--- config.mk ---
export PLATFORM = sky130hd
export DESIGN_NAME = regfile_wr_arbiter_flat
export DESIGN_NICKNAME = d
export VERILOG_FILES = /design/src/rtl/regfile_wr_arbiter_if.sv /design/src/rtl/regfile_wr_arbiter.sv /design/src/flat_wrapper.sv
export SDC_FILE = /design/constraint.sdc
export NUM_CORES = 1
export LEC_CHECK = 0
export ABC_AREA = 1
export BUFFER_PORTS_ARGS = -buffer_cell sky130_fd_sc_hd__buf_2
export CORE_UTILIZATION = 46
export CTS_CLUSTER_SIZE = 25
export DETAILED_ROUTE_END_ITERATION = 7
export PLACE_DENSITY = 0.93
export SYNTH_ARGS = -nofsm -noshare
export SYNTH_HDL_FRONTEND = slang
export SYNTH_SLANG_ARGS = --single-unit
--- constraint.sdc ---
create_clock -name Clk -period 2.9 [get_ports Clk]
set_input_delay 0.29 -clock Clk [delete_from_list [all_inputs] [get_ports Clk]]
set_output_delay 0.29 -clock Clk [all_outputs]
set_load 0.1 [all_outputs]
--- src/rtl/regfile_wr_arbiter_if.sv ---
`default_nettype none
// ============================================================================
// Module      : regfile_wr_arbiter_if
// Description : Writeback requester handshakes and register-file write port.
// Revision    : 1.0 - initial release
// ============================================================================
interface regfile_wr_arbiter_if #(
    parameter int DATA_W = 32,
    parameter int ADDR_W = 5
);
    logic              a_req;
    logic [ADDR_W-1:0] a_addr;
    logic [DATA_W-1:0] a_data;
    logic              a_gnt;
    logic              m_req;
    logic [ADDR_W-1:0] m_addr;
    logic [DATA_W-1:0] m_data;
    logic              m_gnt;
    logic [ADDR_W-1:0] Awr;
    logic [DATA_W-1:0] Din;
    logic              WrEn;
    logic [3:0]        starve_cnt;

    // Requesters and register-file observer side
    modport master (
        output a_req, a_addr, a_data, m_req, m_addr, m_data,
        input  a_gnt, m_gnt, Awr, Din, WrEn, starve_cnt
    );

    // Arbiter side
    modport slave (
        input  a_req, a_addr, a_data, m_req, m_addr, m_data,
        output a_gnt, m_gnt, Awr, Din, WrEn, starve_cnt
    );
endinterface
`default_nettype wire

--- src/rtl/regfile_wr_arbiter.sv ---
`default_nettype none
// ============================================================================
// Module      : regfile_wr_arbiter
// Description : Two-requester arbiter for the single register-file write port,
//               load priority with anti-starvation for the ALU requester.
// Revision    : 1.0 - initial release
// ============================================================================
module regfile_wr_arbiter #(
    parameter int DATA_W     = 32,
    parameter int ADDR_W     = 5,
    parameter int STARVE_MAX = 3
) (
    input  wire logic           Clk,
    input  wire logic           reset,
    regfile_wr_arbiter_if.slave bus
);

    localparam logic [3:0] c_starve_max   = 4'(STARVE_MAX);
    localparam logic [3:0] c_starve_last  = 4'(STARVE_MAX - 1);

    typedef enum logic [0:0] {
        PRIO_M = 1'b0,
        PRIO_A = 1'b1
    } state_t;

    state_t            r_state;
    state_t            w_state_nxt;
    logic [3:0]        r_starve_cnt;
    logic [3:0]        w_starve_nxt;
    logic              w_a_gnt;
    logic              w_m_gnt;
    logic [ADDR_W-1:0] w_win_addr;
    logic [DATA_W-1:0] w_win_data;
    logic [ADDR_W-1:0] r_awr;
    logic [DATA_W-1:0] r_din;
    logic              r_wren;

    always_ff @(posedge Clk or posedge reset) begin
        if (reset) begin
            r_state      <= PRIO_M;
            r_starve_cnt <= 4'd0;
        end else begin
            r_state      <= w_state_nxt;
            r_starve_cnt <= w_starve_nxt;
        end
    end

    always_comb begin
        w_state_nxt  = r_state;
        w_starve_nxt = r_starve_cnt;
        w_a_gnt      = 1'b0;
        w_m_gnt      = 1'b0;
        case (r_state)
            PRIO_M: begin
                w_m_gnt = bus.m_req;
                w_a_gnt = bus.a_req & ~bus.m_req;
                if (bus.a_req && bus.m_req) begin
                    // A lost a contested cycle; the loss that reaches the limit hands priority to A
                    if (r_starve_cnt < c_starve_max) begin
                        w_starve_nxt = r_starve_cnt + 4'd1;
                    end
                    if (r_starve_cnt >= c_starve_last) begin
                        w_state_nxt = PRIO_A;
                    end
                end else if (bus.a_req) begin
                    w_starve_nxt = 4'd0;
                end
            end
            PRIO_A: begin
                w_a_gnt = bus.a_req;
                w_m_gnt = bus.m_req & ~bus.a_req;
                if (bus.a_req) begin
                    w_starve_nxt = 4'd0;
                    w_state_nxt  = PRIO_M;
                end
            end
            default: begin
                w_state_nxt = PRIO_M;
            end
        endcase
        if (reset) begin
            w_a_gnt = 1'b0;
            w_m_gnt = 1'b0;
        end
    end

    assign w_win_addr = w_m_gnt ? bus.m_addr : bus.a_addr;
    assign w_win_data = w_m_gnt ? bus.m_data : bus.a_data;

    always_ff @(posedge Clk or posedge reset) begin
        if (reset) begin
            r_awr  <= '0;
            r_din  <= '0;
            r_wren <= 1'b0;
        end else if (w_a_gnt || w_m_gnt) begin
            // Writes to register 0 are consumed but never enabled
            r_awr  <= w_win_addr;
            r_din  <= w_win_data;
            r_wren <= (w_win_addr != '0);
        end else begin
            r_wren <= 1'b0;
        end
    end

    assign bus.a_gnt      = w_a_gnt;
    assign bus.m_gnt      = w_m_gnt;
    assign bus.Awr        = r_awr;
    assign bus.Din        = r_din;
    assign bus.WrEn       = r_wren;
    assign bus.starve_cnt = r_starve_cnt;

endmodule
`default_nettype wire

--- src/flat_wrapper.sv ---
// flat-port wrapper written by rule: the top's interface ports become plain ports
module regfile_wr_arbiter_flat 
#(
    parameter int DATA_W     = 32,
    parameter int ADDR_W     = 5,
    parameter int STARVE_MAX = 3
)
  (Clk, reset, bus_a_req, bus_a_addr, bus_a_data, bus_m_req, bus_m_addr, bus_m_data, bus_a_gnt, bus_m_gnt, bus_Awr, bus_Din, bus_WrEn, bus_starve_cnt);
  regfile_wr_arbiter_if #(.DATA_W(DATA_W), .ADDR_W(ADDR_W)) bus_i ();
  input  wire logic Clk;
  input  wire logic reset;
  input wire logic [$bits(bus_i.a_req)-1:0] bus_a_req;
  input wire logic [$bits(bus_i.a_addr)-1:0] bus_a_addr;
  input wire logic [$bits(bus_i.a_data)-1:0] bus_a_data;
  input wire logic [$bits(bus_i.m_req)-1:0] bus_m_req;
  input wire logic [$bits(bus_i.m_addr)-1:0] bus_m_addr;
  input wire logic [$bits(bus_i.m_data)-1:0] bus_m_data;
  output wire logic [$bits(bus_i.a_gnt)-1:0] bus_a_gnt;
  output wire logic [$bits(bus_i.m_gnt)-1:0] bus_m_gnt;
  output wire logic [$bits(bus_i.Awr)-1:0] bus_Awr;
  output wire logic [$bits(bus_i.Din)-1:0] bus_Din;
  output wire logic [$bits(bus_i.WrEn)-1:0] bus_WrEn;
  output wire logic [$bits(bus_i.starve_cnt)-1:0] bus_starve_cnt;
  assign bus_i.a_req = bus_a_req;
  assign bus_i.a_addr = bus_a_addr;
  assign bus_i.a_data = bus_a_data;
  assign bus_i.m_req = bus_m_req;
  assign bus_i.m_addr = bus_m_addr;
  assign bus_i.m_data = bus_m_data;
  assign bus_a_gnt = bus_i.a_gnt;
  assign bus_m_gnt = bus_i.m_gnt;
  assign bus_Awr = bus_i.Awr;
  assign bus_Din = bus_i.Din;
  assign bus_WrEn = bus_i.WrEn;
  assign bus_starve_cnt = bus_i.starve_cnt;
  regfile_wr_arbiter #(.DATA_W(DATA_W), .ADDR_W(ADDR_W), .STARVE_MAX(STARVE_MAX)) u_core (.Clk(Clk), .reset(reset), .bus(bus_i));
endmodule
==> results_dict.tcl, run 1 <==
set metrics [dict create \
    cts-htree-levels 2 \
    fin_cells 385 \
    clock_sinks 43 \
    worstSetupPathType "reg2out" \
    grt_pass1_wl_mm 7.12 \
    fmax_ghz 0.457 \
    tightest_slew_ns 0.634 \
    wl_per_cell_um 12.5 \
    p_sw_w 0.00136 \
    numCtsBuffers 5 \
    grt_util_all_layers_pct 21.5 \
    cts_hold_buf 0 \
    num-fill-cells 331 \
    core_sq_um 4030 \
    path_cells "nand2_2 -> nand3_2 -> inv_2 -> buf_12" \
    ir_worst_vdd_uv 510 \
    p_sw_share_pct 55.3 \
    final_common_cell "buf_2" \
    power.leakage_nw 1.35 \
    synth_seq_cells 43 \
    hold_viol_final 0 \
    p_int_w 0.00110 \
    yosysSeqAreaShare_pct 55.2 \
    cts_resized 0 \
    firstDrtPassIters 4 \
    share_comb_of_total_power_pct 53.4 \
    critical-path-max-stage-delay_ns 0.56 \
    rsz0062_at_grt "no" \
    fin_crit_sh_pct 75.4 \
    die_w_um 67.1 \
    rows 23 \
    syn_avg_cell_area_sq_um 8.98 \
    place_congestion 0.737 \
    pin_count 122 \
    dp_hpwl_mm 3.54 \
    io_buffers 121 \
    synth_warnings 0 \
    grt_max_degree 45 \
    grt_antenna_before_repair 1 \
    clockBufferDepth 2 \
    route.antenna.remaining_nets 0 \
    final_nets 414 \
    drive_gt1_share_pct 41.5 \
    dp.cells 377 \
    grt_pass1_vias 1694 \
    mostFrequentLayoutCells "buf_2, dfrtp_1, nor2_1, o22ai_1, nor3_1" \
    cp.required_ns 2.61 \
    drv_cap 0 \
    clk_latency_ns 0.29 \
    area_delta_synth_final_pct 37.3 \
    drc 0 \
    outcome "complete, no violations" \
    worstSetupStartpointType "register" \
    drtIter0Drc 72 \
    syn_inst 217 \
    power.density_nw_per_um2 920 \
    finClkSkew_ns 0.00838 \
    worst_r2r_path_depth 6 \
    cts_tree "built" \
    cts_setup_buffers 0 \
    clkTransAtPathRegs_ns 0.08 \
    seqPwrFrac_pct 32.0 \
    root_buffer "clkbuf_8" \
    relSlewSlack_pct 57.6 \
    timing.rr.end "u_core.bus.Awr[4]$_DFFE_PP0P_" \
    initial_core_util_pct 48.4 \
    clockPowerShare_pct 14.6 \
    holdCritPathClass "in2async" \
    min_period_ns 2.19 \
    wl_mm 4.80 \
    slowest_stage "inv_2" \
    die_area_sq_um 4500 \
    drv_slew 0 \
    r2r_setup_slack_ns 1.03 \
    overflow 0 \
    cp_max_fo 33 \
    arrival_ns 1.90 \
    yosysUniqueCellTypes 20 \
    vias 1979 \
    reg2reg_from "u_core.r_state$_DFF_PP0_" \
    diodes 0 \
    die_height_um 67.1 \
    crit_path_end_kind "output pin" \
    synth_area_sq_um 1950 \
    routed_via_density 5.14 \
    syn-num-nets 297 \
    setup-violations-final 0 \
    totalNegativeSetupSlack_ns 0 \
]
-- cells in the mapped netlist --
cell type | instances | share of area (%)
buf_2 | 6 | 1.5
o21a_1 | 1 | 0.39
buf_4 | 4 | 1.5
o22ai_1 | 34 | 11
ha_1 | 2 | 1.3
inv_1 | 15 | 2.9
o21ai_1 | 6 | 1.5
nand3_1 | 4 | 1.0
nor3_1 | 33 | 8.5
inv_2 | 3 | 0.58
nand2_2 | 2 | 0.64
nand3_2 | 2 | 1.0
dfrtp_1 | 43 | 55
mux2i_1 | 1 | 0.51
nor2_1 | 38 | 7.3
buf_6 | 1 | 0.58
o21ai_0 | 1 | 0.26
clkbuf_1 | 3 | 0.58
nand3b_1 | 1 | 0.39
nand2_1 | 17 | 3.3
-- state kept, by name (all words and copies together), names as in the netlist --
register               flops
u_core.r_state             1
u_core.bus.Din            32
u_core.bus.Awr             5
u_core.bus.starve_cnt      4
u_core.bus.WrEn            1
-- power groups by stage --
stage	clock network (W)	registers (W)	logic [W]
floorplan	0	0.00165	0.000227
global placement	0	0.000794	0.00130
detailed placement	0	0.000796	0.00132
CTS	0.000368	0.000787	0.00132
global route	0.000397	0.000801	0.00137
finish	0.000358	0.000787	0.00131
-- metrics by stage --
step / total power (W) / hold slack [ns] / setup WS (ns) / utilization, % / cell area [sq um]
CTS: 0.00247 / 0.166 / 0.702 / 66.4 / 2680
detailed placement: 0.00212 / 0.477 / 0.770 / 64.2 / 2590
floorplan: 0.00188 / 0.313 / 0.679 / - / 1950
global route: 0.00257 / 0.194 / 0.593 / 66.4 / 2680
global placement: 0.00210 / 0.470 / 0.858 / 64.2 / 2590
finish: 0.00246 / 0.151 / 0.713 / 66.4 / 2680
-- worst max-delay path by stage --
| stage | from | depth (start not counted) | slack [ns] | end |
|---|---|---|---|---|
| after floorplan | reset | 4 | 0.68 | bus_a_gnt |
| after global placement | reset | 8 | 0.86 | u_core.bus.Awr[2]$_DFFE_PP0P_ |
| after detailed placement | reset | 8 | 0.77 | u_core.bus.Awr[4]$_DFFE_PP0P_ |
| after CTS | u_core.r_state$_DFF_PP0_ | 4 | 0.70 | bus_m_gnt |
| after global routing | u_core.r_state$_DFF_PP0_ | 4 | 0.59 | bus_m_gnt |
| final | u_core.r_state$_DFF_PP0_ | 4 | 0.71 | bus_m_gnt |
-- cell families (layout without fill, tap and decap cells) --
logic type | count (synthesis) | count (layout) | synth area share [%]
buf+inv | 32 | 150 | 7.71
fa+ha+maj | 2 | 2 | 1.28
mux | 1 | 1 | 0.514
simple gates | 97 | 97 | 22.2
flops | 43 | 43 | 55.2
compound gates | 42 | 42 | 13.1
-- cell type report --
cell class | instances | area (sq um) | share of cell area, %
timing repair buffer | 124 | 658 | 24.6
clock inverter | 3 | 20.0 | 0.748
tap | 50 | 62.6 | 2.34
sequential | 43 | 1080 | 40.2
inverter | 18 | 67.6 | 2.53
clock buffer | 5 | 68.8 | 2.57
multi-input combinational | 142 | 722 | 27.0
-- critical path: cells and delay by family, from the launching register on --
family / cells / cell delay, ns
buffers and inverters: 2 / 0.81
flip-flops: 1 / 0.40
AND/OR/NAND/NOR: 2 / 0.38
-- routing by layer --
metal	track usage [%]	wire length [um]	vias up
li1	-	-	982
met1	24.9	2010	909
met2	37.5	2400	79
met3	5.14	334	9
met4	8.51	62	0
met5	0	0	-
Power figures use the tool's default switching activity.
==> run 2, diff against run 1 <==
- CORE_UTILIZATION: 46 -> 42
- PLACE_DENSITY: 0.93 -> 0.87
- clock period: 2.9 -> 2.2 ns (I/O delays scaled with it)
==> run 2 against run 1 <==
Register-to-register slack worse by 0.58 ns. Via count is 2.9% higher. Die area is 9.2% higher. Core utilization is 4.2 points lower. Hold slack better by 0.018 ns. Clock skew is 0.0033 ns lower. Critical path type is now in2out. Largest power group unchanged. Highest routed layer unchanged.
==> results_dict.tcl, run 2 (synthesis results as in run 1) <==
set metrics [dict create \
    grt_util_all_layers_pct 22.6 \
    power.density_nw_per_um2 1240 \
    grt_antenna_before_repair 1 \
    clock_sinks 43 \
    ir_worst_vdd_uv 629 \
    tightest_slew_ns 0.668 \
    grt_pass1_vias 1956 \
    drv_cap 0 \
    clkTransAtPathRegs_ns 0.08 \
    vias 2037 \
    power.leakage_nw 1.39 \
    finClkSkew_ns 0.00510 \
    worstSetupPathType "in2out" \
    share_comb_of_total_power_pct 51.2 \
    io_buffers 121 \
    largest_reg_flops 32 \
    fmax_ghz 0.471 \
    overflow 0 \
    routed_via_density 5.21 \
    drc 0 \
    crit_path_end_kind "output pin" \
    root_buffer "clkbuf_8" \
    die_area_sq_um 4910 \
    setup-violations-final 0 \
    final_common_cell "buf_2" \
    area_delta_synth_final_pct 41.0 \
    numCtsBuffers 5 \
    diodes 0 \
    cp.required_ns 1.98 \
    cts-htree-levels 2 \
    critical-path-max-stage-delay_ns 0.55 \
    hold_viol_final 0 \
    die_w_um 70.1 \
    fin_crit_sh_pct 96.6 \
    cp_max_fo 22 \
    wl_mm 5.31 \
    drv_slew 0 \
    p_sw_w 0.00181 \
    crit_top_cell "inv_2" \
    num-fill-cells 391 \
    outcome "complete, no violations" \
    holdCritPathClass "in2reg" \
    wl_per_cell_um 13.6 \
    arrival_ns 1.91 \
    min_period_ns 2.13 \
    p_int_w 0.00160 \
    dp_hpwl_mm 3.79 \
    core_sq_um 4410 \
    drtIter0Drc 80 \
    pin_count 122 \
    initial_core_util_pct 44.1 \
    mostFrequentLayoutCells "buf_2, dfrtp_1, nor2_1, o22ai_1, nor3_1" \
    firstDrtPassIters 4 \
    relSlewSlack_pct 55.3 \
    slowest_stage "dlygate4sd3_1" \
    grt_pass1_wl_mm 8.80 \
    grt_max_degree 34 \
    clockBufferDepth 2 \
    holdWs_ns 0.170 \
    final_nets 418 \
    route.antenna.remaining_nets 0 \
    seqPwrFrac_pct 30.5 \
    place_congestion 0.801 \
    clk_latency_ns 0.29 \
    clockPowerShare_pct 18.4 \
    die_height_um 70.1 \
    power.total_w 0.00342 \
    cts_tree "built" \
    path_cells "dlygate4sd3_1 -> buf_2 -> inv_2 -> nand3_2 -> buf_4 -> inv_2 -> buf_12" \
    worstSetupStartpointType "input pin" \
    drive_gt1_share_pct 41.9 \
    p_sw_share_pct 53.1 \
    rows 24 \
]
run 2: cell type report:
cell class | count | area [sq um] | area share, %
clock buffer | 6 | 82.6 | 3.01
clock inverter | 2 | 35.0 | 1.28
inverter | 18 | 67.6 | 2.46
multi-input combinational | 142 | 722 | 26.3
sequential | 43 | 1080 | 39.2
tap | 52 | 65.1 | 2.37
timing repair buffer | 128 | 698 | 25.4
run 2: power by group through the flow:
stage / Combinational (W) / Sequential [W] / Clock, W
after floorplan: 0.000299 / 0.00218 / 0
after global placement: 0.00173 / 0.00105 / 0
after detailed placement: 0.00175 / 0.00105 / 0
after CTS: 0.00175 / 0.00104 / 0.000645
after global routing: 0.00182 / 0.00106 / 0.000674
final: 0.00175 / 0.00104 / 0.000627
run 2: repair_timing:
action	CTS	global route
endpoints found under the setup margin	0	7
hold buffers	1	0
resized for setup	0	2
setup buffers	0	0
hold endpoints to repair	20	0
run 2: worst paths after layout:
| check | start | end | cells after the start | slack, ns |
|---|---|---|---|---|
| min in group asynchronous | reset | u_core.bus.Din[23]$_DFFE_PP0P_ | 4 | 0.54 |
| setup / recovery | reset | bus_m_gnt | 7 | 0.07 |
| hold reg to reg | u_core.bus.Awr[2]$_DFFE_PP0P_ | u_core.bus.Awr[2]$_DFFE_PP0P_ | 2 | 0.49 |
| setup reg to reg | u_core.r_state$_DFF_PP0_ | u_core.bus.Din[14]$_DFFE_PP0P_ | 7 | 0.45 |
| max in group asynchronous | reset | u_core.bus.Din[7]$_DFFE_PP0P_ | 4 | 1.36 |
| hold / removal | bus_a_data[22] | u_core.bus.Din[22]$_DFFE_PP0P_ | 3 | 0.17 |
run 2: worst max-delay path: cells and delay by family:
kind | cells | cell delay, ns
buffers and inverters | 6 | 1.57
and+or+nand+nor | 1 | 0.10
run 2: per-layer routing:
layer	wire, um	track usage (%)	vias to the layer above
met5	0	0	-
met1	2160	27.9	945
li1	-	-	989
met4	52	6.22	0
met2	2690	39.2	94
met3	399	5.63	9
run 2: stage by stage:
stage | util (%) | setup TNS [ns] | worst slack (ns) | std cells | instance area [sq um]
finish | 62.2 | 0 | 0.0746 | 391 | 2750
global route | 62.2 | -0.0331 | -0.0197 | 391 | 2750
floorplan | - | 0 | 0.119 | 217 | 1950
global placement | 59.2 | 0 | 0.418 | 382 | 2610
CTS | 62.0 | 0 | 0.0212 | 391 | 2740
detailed placement | 59.2 | 0 | 0.362 | 382 | 2610
==> run 3, diff against run 2 <==
- CORE_UTILIZATION: 42 -> 38
- PLACE_DENSITY: 0.87 -> 0.83
- clock period: 2.2 -> 1.9 ns (I/O delays scaled with it)
==> run 3 against run 2 <==
Clock skew is 0.0016 ns higher. Cell area up 0.73%. Wire length fell by 1.5%. Hold slack got worse by 0.074 ns. Register-to-register slack got worse by 0.24 ns. Setup slack better by 0.048 ns. Non-clock buffer count increased by 1. First-iteration DRC count fell by 40%. Clock power grew 5.7%. Core utilization shrank 4.8 points.
==> results_dict.tcl, run 3 (synthesis results as in run 1) <==
set metrics [dict create \
    cts_hold_buf 0 \
    clockBufferDepth 2 \
    p_sw_w 0.00208 \
    holdCritPathClass "in2async" \
    routed_via_density 4.77 \
    place_congestion 0.821 \
    power.density_nw_per_um2 1410 \
    fin_crit_sh_pct 93.6 \
    numCtsBuffers 5 \
    drv_slew 0 \
    mostFrequentLayoutCells "buf_2, dfrtp_1, nor2_1, o22ai_1, nor3_1" \
    core_sq_um 4820 \
    largest_reg_flops 32 \
    initial_core_util_pct 40.4 \
    grt_pass1_wl_mm 8.32 \
    die_area_sq_um 5420 \
    share_comb_of_total_power_pct 52.1 \
    power.leakage_nw 1.38 \
    rows 25 \
    final_nets 419 \
    firstDrtPassIters 4 \
    fmax_ghz 0.563 \
    overflow 0 \
    vias 1938 \
    p_int_w 0.00182 \
    root_buffer "clkbuf_8" \
    route.antenna.remaining_nets 0 \
    hold_viol_final 0 \
    clkTransAtPathRegs_ns 0.07 \
    area_delta_synth_final_pct 42.0 \
    worstSetupStartpointType "register" \
    outcome "complete, no violations" \
    clock_sinks 43 \
    drive_gt1_share_pct 42.2 \
    setup-violations-final 0 \
    pin_count 122 \
    rsz0062_at_grt "no" \
    cp_max_fo 15 \
    tightest_slew_ns 0.538 \
    clk_latency_ns 0.28 \
    die_w_um 73.6 \
    p_sw_share_pct 53.2 \
    io_buffers 121 \
    drc 0 \
    grt_util_all_layers_pct 20.2 \
    dp_hpwl_mm 3.93 \
    drv_cap 0 \
    cts-htree-levels 2 \
    diodes 0 \
    ir_worst_vdd_uv 635 \
    min_period_ns 1.78 \
    arrival_ns 1.59 \
    power.total_w 0.00390 \
    cts_setup_buffers 0 \
    relSlewSlack_pct 64.1 \
    seqPwrFrac_pct 30.9 \
    holdWs_ns 0.0961 \
    totalNegativeSetupSlack_ns 0 \
    cp.required_ns 1.71 \
    wl_mm 5.23 \
    grt_pass1_vias 1866 \
    grt_antenna_before_repair 0 \
    grt_max_degree 44 \
    clockPowerShare_pct 17.0 \
    die_height_um 73.6 \
    finClkSkew_ns 0.00672 \
    worstSetupPathType "reg2out" \
    cts_tree "built" \
    crit_path_end_kind "output pin" \
    wl_per_cell_um 12.9 \
    final_common_cell "buf_2" \
    drtIter0Drc 48 \
]
-- run 3: cell types whose count changed in the layout (fill, tap and decap cells not counted), sizes merged --
| cell | delta |
|---|---|
| clkinvlp | +1 |
| dlygate4sd3 | -1 |
| buf | +2 |
| clkinv | -1 |
| inv | -1 |
-- run 3: per-layer routing --
layer | track usage [%] | vias to the layer above | part of all wire, %
met5 | 0 | - | 0
met2 | 34.4 | 84 | 50
met4 | 6.20 | 0 | 1.0
met1 | 25.0 | 862 | 42
li1 | - | 986 | -
met3 | 5.35 | 6 | 6.3
-- run 3: final cells by class --
type                    instances  area (sq um)
clock inverters                 1          30.0
well taps                      67          83.8
clock buffers                   6          72.6
repair buffers                129           708
multi-input cells             142           722
fillers                       457          2050
flip-flops and latches         43          1080
inverters                      18          73.8
-- run 3: path summary, 6_finish.rpt --
check,start,endpoint,slack [ns],cells after the start
max,u_core.r_state$_DFF_PP0_,bus_m_gnt,0.12,4
min,reset,u_core.bus.Din[25]$_DFFE_PP0P_,0.1,3
max reg2reg,u_core.r_state$_DFF_PP0_,u_core.bus.Din[12]$_DFFE_PP0P_,0.21,6
min reg2reg,u_core.bus.Awr[0]$_DFFE_PP0P_,u_core.bus.Awr[0]$_DFFE_PP0P_,0.50,2
max in group asynchronous,reset,u_core.bus.Din[10]$_DFFE_PP0P_,1.44,3
min in group Clk,bus_a_data[17],u_core.bus.Din[17]$_DFFE_PP0P_,0.14,3
-- run 3: worst max-delay path, stage by stage, from the launching register on --
cell and delay (ns):
dfrtp_1 0.40, nand2_2 0.10, nand3_2 0.30, inv_4 0.30, buf_12 0.21
-- run 3: stage by stage --
step                util (%)  setup slack, ns  instances  area, sq um
floorplan                  -           0.0259        217         1950
global placement        55.2            0.314        399         2660
detailed placement      55.2            0.207        399         2660
CTS                     57.4          0.00746        406         2760
global route            57.4          0.00406        406         2770
finish                  57.4            0.122        406         2770
-- run 3: power by group through the flow --
stage	Clock, W	Combinational [W]	Sequential (W)
floorplan	0	0.000348	0.00252
global placement	0	0.00201	0.00122
detailed placement	0	0.00204	0.00122
CTS	0.000693	0.00204	0.00121
global route	0.000733	0.00213	0.00123
finish	0.000663	0.00203	0.00121
-- run 3: repair_timing --
action | 4_1_cts | 5_1_grt
endpoints found under the setup margin | 0 | 1
resized for setup | 0 | 2
endpoints found under the hold margin | 0 | 0
